[config.mk]
export PLATFORM = sky130hd
export DESIGN_NAME = fsm_seq_driver_flat
export DESIGN_NICKNAME = d
export VERILOG_FILES = /design/src/rtl/fsm_seq_driver_pkg.sv /design/src/rtl/fsm_seq_driver_if.sv /design/src/rtl/fsm_shadow.sv /design/src/rtl/fsm_seq_driver.sv /design/src/flat_wrapper.sv
export SDC_FILE = /design/constraint.sdc
export NUM_CORES = 1
export LEC_CHECK = 0
export BUFFER_PORTS_ARGS = -buffer_cell sky130_fd_sc_hd__buf_2
export CAP_MARGIN = 25
export CORE_MARGIN = 2
export CORE_UTILIZATION = 43
export CTS_CLUSTER_SIZE = 16
export DETAILED_ROUTE_END_ITERATION = 6
export PLACE_DENSITY_LB_ADDON = 0.1
export SYNTH_ARGS = -nofsm -noshare
export SYNTH_HDL_FRONTEND = slang
export SYNTH_SLANG_ARGS = --single-unit
[constraint.sdc]
create_clock -name clk -period 2.7 [get_ports clk]
set_input_delay 0.54 -clock clk [delete_from_list [all_inputs] [get_ports clk]]
set_output_delay 0.54 -clock clk [all_outputs]
set_load 0.03 [all_outputs]
[src/rtl/fsm_seq_driver_pkg.sv]
// fsm_seq_driver shared definitions: FSM state codes,
// next-state / expected-output models and route helpers.
package fsm_seq_driver_pkg;

  localparam logic [4:0] ST_D2 = 5'b00001;
  localparam logic [4:0] ST_K4 = 5'b00010;
  localparam logic [4:0] ST_U9 = 5'b00100;
  localparam logic [4:0] ST_A2 = 5'b01000;
  localparam logic [4:0] ST_R5 = 5'b10000;

  function automatic logic [4:0] fsm_nxt(
    input logic [4:0] st,
    input logic       a5,
    input logic       i6
  );
    logic [4:0] n;
    n = ST_D2;
    case (st)
      ST_D2: n = (!a5 && !i6) ? ST_U9 : ST_A2;
      ST_K4: n = (a5 && !i6) ? ST_D2 : ST_U9;
      ST_U9: n = (!a5 && i6) ? ST_D2 : ST_U9;
      ST_A2: n = (!a5 && !i6) ? ST_D2 : ST_A2;
      ST_R5: n = (a5 && !i6) ? ST_D2 : ST_A2;
      default: n = ST_D2;
    endcase
    return n;
  endfunction

  // {u5,u8,O3,O4}
  function automatic logic [3:0] fsm_exp(
    input logic [4:0] st,
    input logic       a5,
    input logic       i6
  );
    logic [3:0] o;
    o = 4'b0000;
    case (st)
      ST_D2: o = (!a5 && !i6) ? 4'b0010 : 4'b1110;
      ST_K4: o = (!a5 || i6) ? 4'b1111 : 4'b0000;
      ST_U9: o = 4'b1000;
      ST_A2: o = (a5 || i6) ? 4'b1110 : 4'b0000;
      ST_R5: o = (!a5 || i6) ? 4'b0100 : 4'b1000;
      default: o = 4'b0000;
    endcase
    return o;
  endfunction

  // K4/R5 cannot be reached; D2 cannot be held.
  function automatic logic tgt_ok(
    input logic [4:0] st,
    input logic       hold_zero
  );
    return (st == ST_U9) || (st == ST_A2) ||
           ((st == ST_D2) && hold_zero);
  endfunction

  // {A5,I6} that moves the FSM one step toward tgt
  function automatic logic [1:0] route_pair(
    input logic [4:0] st,
    input logic [4:0] tgt
  );
    logic [1:0] p;
    p = 2'b00;
    case (st)
      ST_D2: p = (tgt == ST_A2) ? 2'b10 : 2'b00;
      ST_U9: p = 2'b01;
      ST_A2: p = 2'b00;
      default: p = 2'b00;
    endcase
    return p;
  endfunction

  // {A5,I6} that keeps the FSM parked in tgt
  function automatic logic [1:0] hold_pair(
    input logic [4:0] tgt
  );
    return (tgt == ST_A2) ? 2'b10 : 2'b00;
  endfunction

endpackage

[src/rtl/fsm_seq_driver_if.sv]
// fsm_seq_driver command interface: sequencer offers
// commands, driver answers with done / cmd_err pulses.
interface fsm_seq_driver_if #(
  parameter int HOLD_W = 4
);
  logic              cmd_valid;
  logic              cmd_ready;
  logic [4:0]        cmd_state;
  logic [HOLD_W-1:0] cmd_hold;
  logic              done;
  logic              cmd_err;

  modport master (
    output cmd_valid, cmd_state, cmd_hold,
    input  cmd_ready, done, cmd_err
  );

  modport slave (
    input  cmd_valid, cmd_state, cmd_hold,
    output cmd_ready, done, cmd_err
  );
endinterface

[src/rtl/fsm_shadow.sv]
// fsm_shadow: shadow copy of the driven FSM plus an
// every-cycle compare of its outputs against the model.
module fsm_shadow
  import fsm_seq_driver_pkg::*;
#(
  parameter int ERRC_W = 8
) (
  input  logic              clk,
  input  logic              rst,
  input  logic              a5_i,
  input  logic              i6_i,
  input  logic [3:0]        out_i,
  input  logic              chk_en_i,
  output logic [4:0]        shadow_o,
  output logic [4:0]        shadow_nxt_o,
  output logic              mismatch_o,
  output logic [ERRC_W-1:0] err_cnt_o
);

  logic [4:0]        shadow_q;
  logic [4:0]        shadow_d;
  logic              miss;
  logic              mismatch_q;
  logic [ERRC_W-1:0] err_q;

  assign shadow_d = fsm_nxt(shadow_q, a5_i, i6_i);
  assign miss = chk_en_i &&
                (out_i != fsm_exp(shadow_q, a5_i, i6_i));

  // Free-running shadow; never resynced to the pins.
  always_ff @(posedge clk or posedge rst) begin
    if (rst) begin
      shadow_q   <= ST_D2;
      mismatch_q <= 1'b0;
      err_q      <= '0;
    end else begin
      shadow_q <= shadow_d;
      if (miss) begin
        mismatch_q <= 1'b1;
        if (err_q != '1)
          err_q <= err_q + 1'b1;
      end
    end
  end

  assign shadow_o     = shadow_q;
  assign shadow_nxt_o = shadow_d;
  assign mismatch_o   = mismatch_q;
  assign err_cnt_o    = err_q;

endmodule

[src/rtl/fsm_seq_driver.sv]
// fsm_seq_driver: steers the 5-state FSM to a commanded
// state via registered A5/I6 and dwells there.
module fsm_seq_driver
  import fsm_seq_driver_pkg::*;
#(
  parameter int HOLD_W = 4,
  parameter int ERRC_W = 8
) (
  input  logic              clk,
  input  logic              rst,
  fsm_seq_driver_if.slave   cmd_if,
  input  logic              chk_en_i,
  output logic              A5_o,
  output logic              I6_o,
  input  logic              u5_i,
  input  logic              u8_i,
  input  logic              O3_i,
  input  logic              O4_i,
  output logic              mismatch_o,
  output logic [ERRC_W-1:0] err_cnt_o,
  output logic [4:0]        shadow_st_o
);

  localparam logic [1:0] CTL_IDLE  = 2'd0;
  localparam logic [1:0] CTL_ROUTE = 2'd1;
  localparam logic [1:0] CTL_HOLD  = 2'd2;

  logic [1:0]        ctl_q, ctl_d;
  logic [4:0]        tgt_q, tgt_d;
  logic [HOLD_W-1:0] cnt_q, cnt_d;
  logic [1:0]        pin_q, pin_d;
  logic              done_q, done_d;
  logic              cerr_q, cerr_d;
  logic [4:0]        shadow_st;
  logic [4:0]        shadow_nxt;
  logic              hold_zero;

  fsm_shadow #(
    .ERRC_W(ERRC_W)
  ) u_shadow (
    .clk          (clk),
    .rst          (rst),
    .a5_i         (pin_q[1]),
    .i6_i         (pin_q[0]),
    .out_i        ({u5_i, u8_i, O3_i, O4_i}),
    .chk_en_i     (chk_en_i),
    .shadow_o     (shadow_st),
    .shadow_nxt_o (shadow_nxt),
    .mismatch_o   (mismatch_o),
    .err_cnt_o    (err_cnt_o)
  );

  assign hold_zero = (cmd_if.cmd_hold == '0);

  // Command accept, route progress and dwell countdown.
  always_comb begin
    ctl_d  = ctl_q;
    tgt_d  = tgt_q;
    cnt_d  = cnt_q;
    done_d = 1'b0;
    cerr_d = 1'b0;
    unique case (1'b1)
      (ctl_q == CTL_IDLE): begin
        if (cmd_if.cmd_valid) begin
          if (!tgt_ok(cmd_if.cmd_state, hold_zero)) begin
            cerr_d = 1'b1;
          end else begin
            tgt_d = cmd_if.cmd_state;
            cnt_d = cmd_if.cmd_hold;
            if (shadow_nxt == cmd_if.cmd_state) begin
              if (hold_zero) done_d = 1'b1;
              else           ctl_d  = CTL_HOLD;
            end else begin
              ctl_d = CTL_ROUTE;
            end
          end
        end
      end
      (ctl_q == CTL_ROUTE): begin
        if (shadow_nxt == tgt_q) begin
          if (cnt_q == '0) begin
            done_d = 1'b1;
            ctl_d  = CTL_IDLE;
          end else begin
            ctl_d = CTL_HOLD;
          end
        end
      end
      (ctl_q == CTL_HOLD): begin
        if (cnt_q == HOLD_W'(1)) begin
          done_d = 1'b1;
          ctl_d  = CTL_IDLE;
        end else begin
          cnt_d = cnt_q - 1'b1;
        end
      end
      default: ctl_d = CTL_IDLE;
    endcase
  end

  // Pin pair for the cycle the control FSM enters next.
  always_comb begin
    pin_d = 2'b00;
    case (ctl_d)
      CTL_ROUTE: pin_d = route_pair(shadow_nxt, tgt_d);
      CTL_HOLD:  pin_d = hold_pair(tgt_d);
      default:   pin_d = 2'b00;
    endcase
  end

  // Control state, pins and response pulses.
  always_ff @(posedge clk or posedge rst) begin
    if (rst) begin
      ctl_q  <= CTL_IDLE;
      tgt_q  <= ST_D2;
      cnt_q  <= '0;
      pin_q  <= 2'b00;
      done_q <= 1'b0;
      cerr_q <= 1'b0;
    end else begin
      ctl_q  <= ctl_d;
      tgt_q  <= tgt_d;
      cnt_q  <= cnt_d;
      pin_q  <= pin_d;
      done_q <= done_d;
      cerr_q <= cerr_d;
    end
  end

  assign cmd_if.cmd_ready = (ctl_q == CTL_IDLE);
  assign cmd_if.done      = done_q;
  assign cmd_if.cmd_err   = cerr_q;
  assign A5_o             = pin_q[1];
  assign I6_o             = pin_q[0];
  assign shadow_st_o      = shadow_st;

endmodule

[src/flat_wrapper.sv]
// flat-port wrapper written by rule: the top's interface ports become plain ports
module fsm_seq_driver_flat import fsm_seq_driver_pkg::*;
#(
  parameter int HOLD_W = 4,
  parameter int ERRC_W = 8
)
  (clk, rst, chk_en_i, A5_o, I6_o, u5_i, u8_i, O3_i, O4_i, mismatch_o, err_cnt_o, shadow_st_o, cmd_if_cmd_valid, cmd_if_cmd_state, cmd_if_cmd_hold, cmd_if_cmd_ready, cmd_if_done, cmd_if_cmd_err);
  fsm_seq_driver_if #(.HOLD_W(HOLD_W)) cmd_if_i ();
  input  logic clk;
  input  logic rst;
  input  logic chk_en_i;
  output logic A5_o;
  output logic I6_o;
  input  logic u5_i;
  input  logic u8_i;
  input  logic O3_i;
  input  logic O4_i;
  output logic mismatch_o;
  output logic [ERRC_W-1:0] err_cnt_o;
  output logic [4:0] shadow_st_o;
  input wire logic [$bits(cmd_if_i.cmd_valid)-1:0] cmd_if_cmd_valid;
  input wire logic [$bits(cmd_if_i.cmd_state)-1:0] cmd_if_cmd_state;
  input wire logic [$bits(cmd_if_i.cmd_hold)-1:0] cmd_if_cmd_hold;
  output wire logic [$bits(cmd_if_i.cmd_ready)-1:0] cmd_if_cmd_ready;
  output wire logic [$bits(cmd_if_i.done)-1:0] cmd_if_done;
  output wire logic [$bits(cmd_if_i.cmd_err)-1:0] cmd_if_cmd_err;
  assign cmd_if_i.cmd_valid = cmd_if_cmd_valid;
  assign cmd_if_i.cmd_state = cmd_if_cmd_state;
  assign cmd_if_i.cmd_hold = cmd_if_cmd_hold;
  assign cmd_if_cmd_ready = cmd_if_i.cmd_ready;
  assign cmd_if_done = cmd_if_i.done;
  assign cmd_if_cmd_err = cmd_if_i.cmd_err;
  fsm_seq_driver #(.HOLD_W(HOLD_W), .ERRC_W(ERRC_W)) u_core (.clk(clk), .rst(rst), .cmd_if(cmd_if_i), .chk_en_i(chk_en_i), .A5_o(A5_o), .I6_o(I6_o), .u5_i(u5_i), .u8_i(u8_i), .O3_i(O3_i), .O4_i(O4_i), .mismatch_o(mismatch_o), .err_cnt_o(err_cnt_o), .shadow_st_o(shadow_st_o));
endmodule
==> results.yml <==
global_route:
  overflow: 0
  grt_use_total_pct: 17.59
  grt_max_degree: 28
  first_global_vias: 1347
  grt_pass1_wl_um: 5913
  antenna_found_initial: 0
yosys:
  synth_area_leaders: "dfrtp_1 (38%), xnor2_1 (6.4%), ha_1 (4.6%)"
  yosysWarningCount: 0
  yosys.area.top_type: "dfrtp_1"
  yosysUniqueCellTypes: 50
  synth.most_common_cell: "dfrtp_1"
  ys_top_cells_by_count: "dfrtp_1 (25), nand2_1 (13), xnor2_1 (12)"
  synthFlopType: "dfrtp_1"
  synth_area_per_cell_um2: 10.01
  synthArstFlopShare_pct: 100.0
  synth_top_area_share_pct: 38.11
  ys_ff_latch: 27
  synth_area_mm2: 0.001642
  synth-edff-count: 0
  synthCells: 164
  ys_seq_area_share_pct: 41.31
timing:
  hold_viol: 0
  whs_ns: 0.3019
  fmax_ghz: 0.3610
  drv_slew: 0
  setup_slack_ns: -0.06970
  finClkSkew_ns: 0.004201
  setup_violations: 1
  setup_tns_ns: -0.06970
  min_period_ns: 2.770
  fin_crit_sh_pct: 102.6
  rsz0062_at_grt: "true"
final_layout:
  finalNonFillerCells: 266
  fill_cells: 321
  final_layout_size_suffix_gt1_share_pct: 38.53
  n_antenna_cell: 0
  nets: 242
  regArea_um2: 680.7
  final_area_mm2: 0.002090
  multi_input_area_um2: 960.9
  area_growth_pct: 27.29
route:
  num_vias: 1389
  ant_nets: 0
  vias_per_cell: 5.222
  wl_met3_um: 165
  highest_layer: "met4"
  routed_wl_um: 3442
  wl_met2_um: 1610
  drc_errors: 0
  avgRoutedWirePerCell_um: 12.94
  drt_iter0_drc: 45
  met1_length_um: 1624
  drt_first_pass_iters: 4
run_status:
  status: "complete, but fails checks"
  failed_checks: "setup timing"
floorplanning:
  die_h_um: 65.79
  num_rows: 22
  die-area_mm2: 0.004328
  die_width_um: 65.79
  start_util_pct: 44.84
  core_mm2: 0.003661
  ios: 36
worst_setup_path:
  endpoint_kind: "flop"
  worstSetupPathType: "flop to flop"
  worstPathArrival_ns: 2.94
  critPathMaxStageDelay_ns: 0.55
  timing.rr.end: "u_core.pin_q[1]"
  reg2reg_depth: 10
  worstPathBufferInverterCount: 0
  required_ns: 2.87
  crit_chain: "or3b_4 > a211oi_4 > xnor2_1 > nand2_1 > or4_4 > a22o_1 > ha_2 > nor3b_1 > o21bai_1 > and4b_1"
  r2r_slack_ns: -0.07
  crit_path_start: "u_core.u_shadow.shadow_o[0]"
  crit_cells: 10
  crit_slowest_cell: "dfstp_2"
  cp-start-kind: "flop"
  crit_end: "u_core.pin_q[1]"
  crit_family: "simple AND/OR/NAND/NOR gates"
  cp_max_fo: 3
  crit-reg2reg-launch: "u_core.u_shadow.shadow_o[0]"
power:
  p_leak_uw: 0.0009762
  peakVddDrop_mv: 0.4011
  power_density_mw_per_mm2: 1056
  finalPower_uw: 2207
clock_network:
  clock_latency_ns: 0.28
  cts_max_path_buffers: 2
  cts_setup_buffers: 0
  path_clk_slew_ns: 0.10
  ctsHoldBuffers: 0
  tritoncts: "yes"
  cts_buffers: 3
  clockRootBuffer: "clkbuf_8"
  htree_levels: 1
  clock_sinks: 27
worst_hold_path:
  min-delay-path-class: "input port to async pin"
flow_run:
  max-cap-violations: 0
place:
  placed_area_mm2: 0.002027
  post-dp-hpwl_um: 2682
  place_inst: 262
  gp_congestion: 0.8185
  port_buffers: 33
[worst reg2reg max path, cell delays in order, from the launching register on]
cell      delay, ns
dfstp_2        0.55
or3b_4         0.39
a211oi_4       0.26
xnor2_1        0.15
nand2_1        0.10
or4_4          0.43
a22o_1         0.20
ha_2           0.17
nor3b_1        0.13
o21bai_1       0.10
and4b_1        0.19
[where the power goes]
part / total, µW / leakage [µW] / switching (µW) / internal (µW)
combinational: 1280 / 0.000619 / 704 / 571
clock: 236 / 0.0000255 / 132 / 104
sequential: 695 / 0.000332 / 131 / 564
total: 2210 / 0.000976 / 968 / 1240
[layer usage]
layer,up-vias,track usage [%]
met3,6,3.407
met5,-,0
met2,27,29.04
met1,658,23.03
li1,698,-
met4,0,5.990
[placed cells by master, fill, tap and decap left out, types with 5 or more instances in the layout]
cell type | netlist | routed
nand2_1 | 13 | 13
buf_2 | 0 | 33
buf_4 | 2 | 21
inv_1 | 5 | 5
dfrtp_1 | 25 | 23
nor2_1 | 10 | 9
xnor2_1 | 12 | 11
o21ai_0 | 6 | 5
and3_1 | 7 | 7
ha_1 | 6 | 5
[sequential cells by signal, summed over array words and instances, names as in the netlist]
register                    count
u_core.cmd_if.cmd_err           1
u_core.cmd_if.done              1
u_core.cnt_q                    4
u_core.ctl_q                    2
u_core.pin_q                    2
u_core.tgt_q                    5
u_core.u_shadow.err_cnt_o       8
u_core.u_shadow.mismatch_o      1
u_core.u_shadow.shadow_o        3
[cells by family (layout without fill, tap and decap cells)]
| family | after synthesis | in the layout | share of synthesized area [%] |
|---|---|---|---|
| compound gates | 33 | 33 | 15.32 |
| xor+xnor | 15 | 15 | 8.003 |
| fa+ha+maj | 6 | 6 | 4.573 |
| buf+inv | 10 | 63 | 2.744 |
| flops | 27 | 27 | 41.31 |
| mux | 5 | 5 | 3.353 |
| other cells | 1 | 2 | 0.2284 |
| simple gates | 67 | 67 | 24.47 |
[worst min path at each step]
stage	slack, ns	depth (start not counted)	from	end
2_1_floorplan	0.49	1	u_core.tgt_q[4]	u_core.tgt_q[4]
3_3_place_gp	0.45	1	u_core.u_shadow.mismatch_o	u_core.u_shadow.mismatch_o
3_5_place_dp	0.45	1	u_core.u_shadow.mismatch_o	u_core.u_shadow.mismatch_o
4_1_cts	0.31	3	rst	u_core.cmd_if.done
5_1_grt	0.33	3	rst	u_core.cmd_if.done
6_report	0.30	3	rst	u_core.u_shadow.err_cnt_o[1]
[layout make-up]
type                    count  share of cell area, %
clock buffers               3                  1.976
clock inverters             1                 0.2395
inverters                   5                 0.8982
multi-input cells         128                  45.99
flip-flops and latches     27                  32.57
well taps                  48                  2.874
repair buffers             54                  15.45
[stage by stage]
step	worst slack, ns	utilization, %
2_1_floorplan	-0.1896	-
3_3_place_gp	-0.08107	55.37
3_5_place_dp	-0.1320	55.37
4_1_cts	-0.07560	56.94
5_1_grt	-0.1879	57.07
6_report	-0.06970	57.07
[repair_timing]
item                                    in CTS  in global routing
pin swaps                                    3                  0
endpoints found under the setup margin       2                  2
gates resized for setup                      3                  2
(Power assumes the default switching activity.)
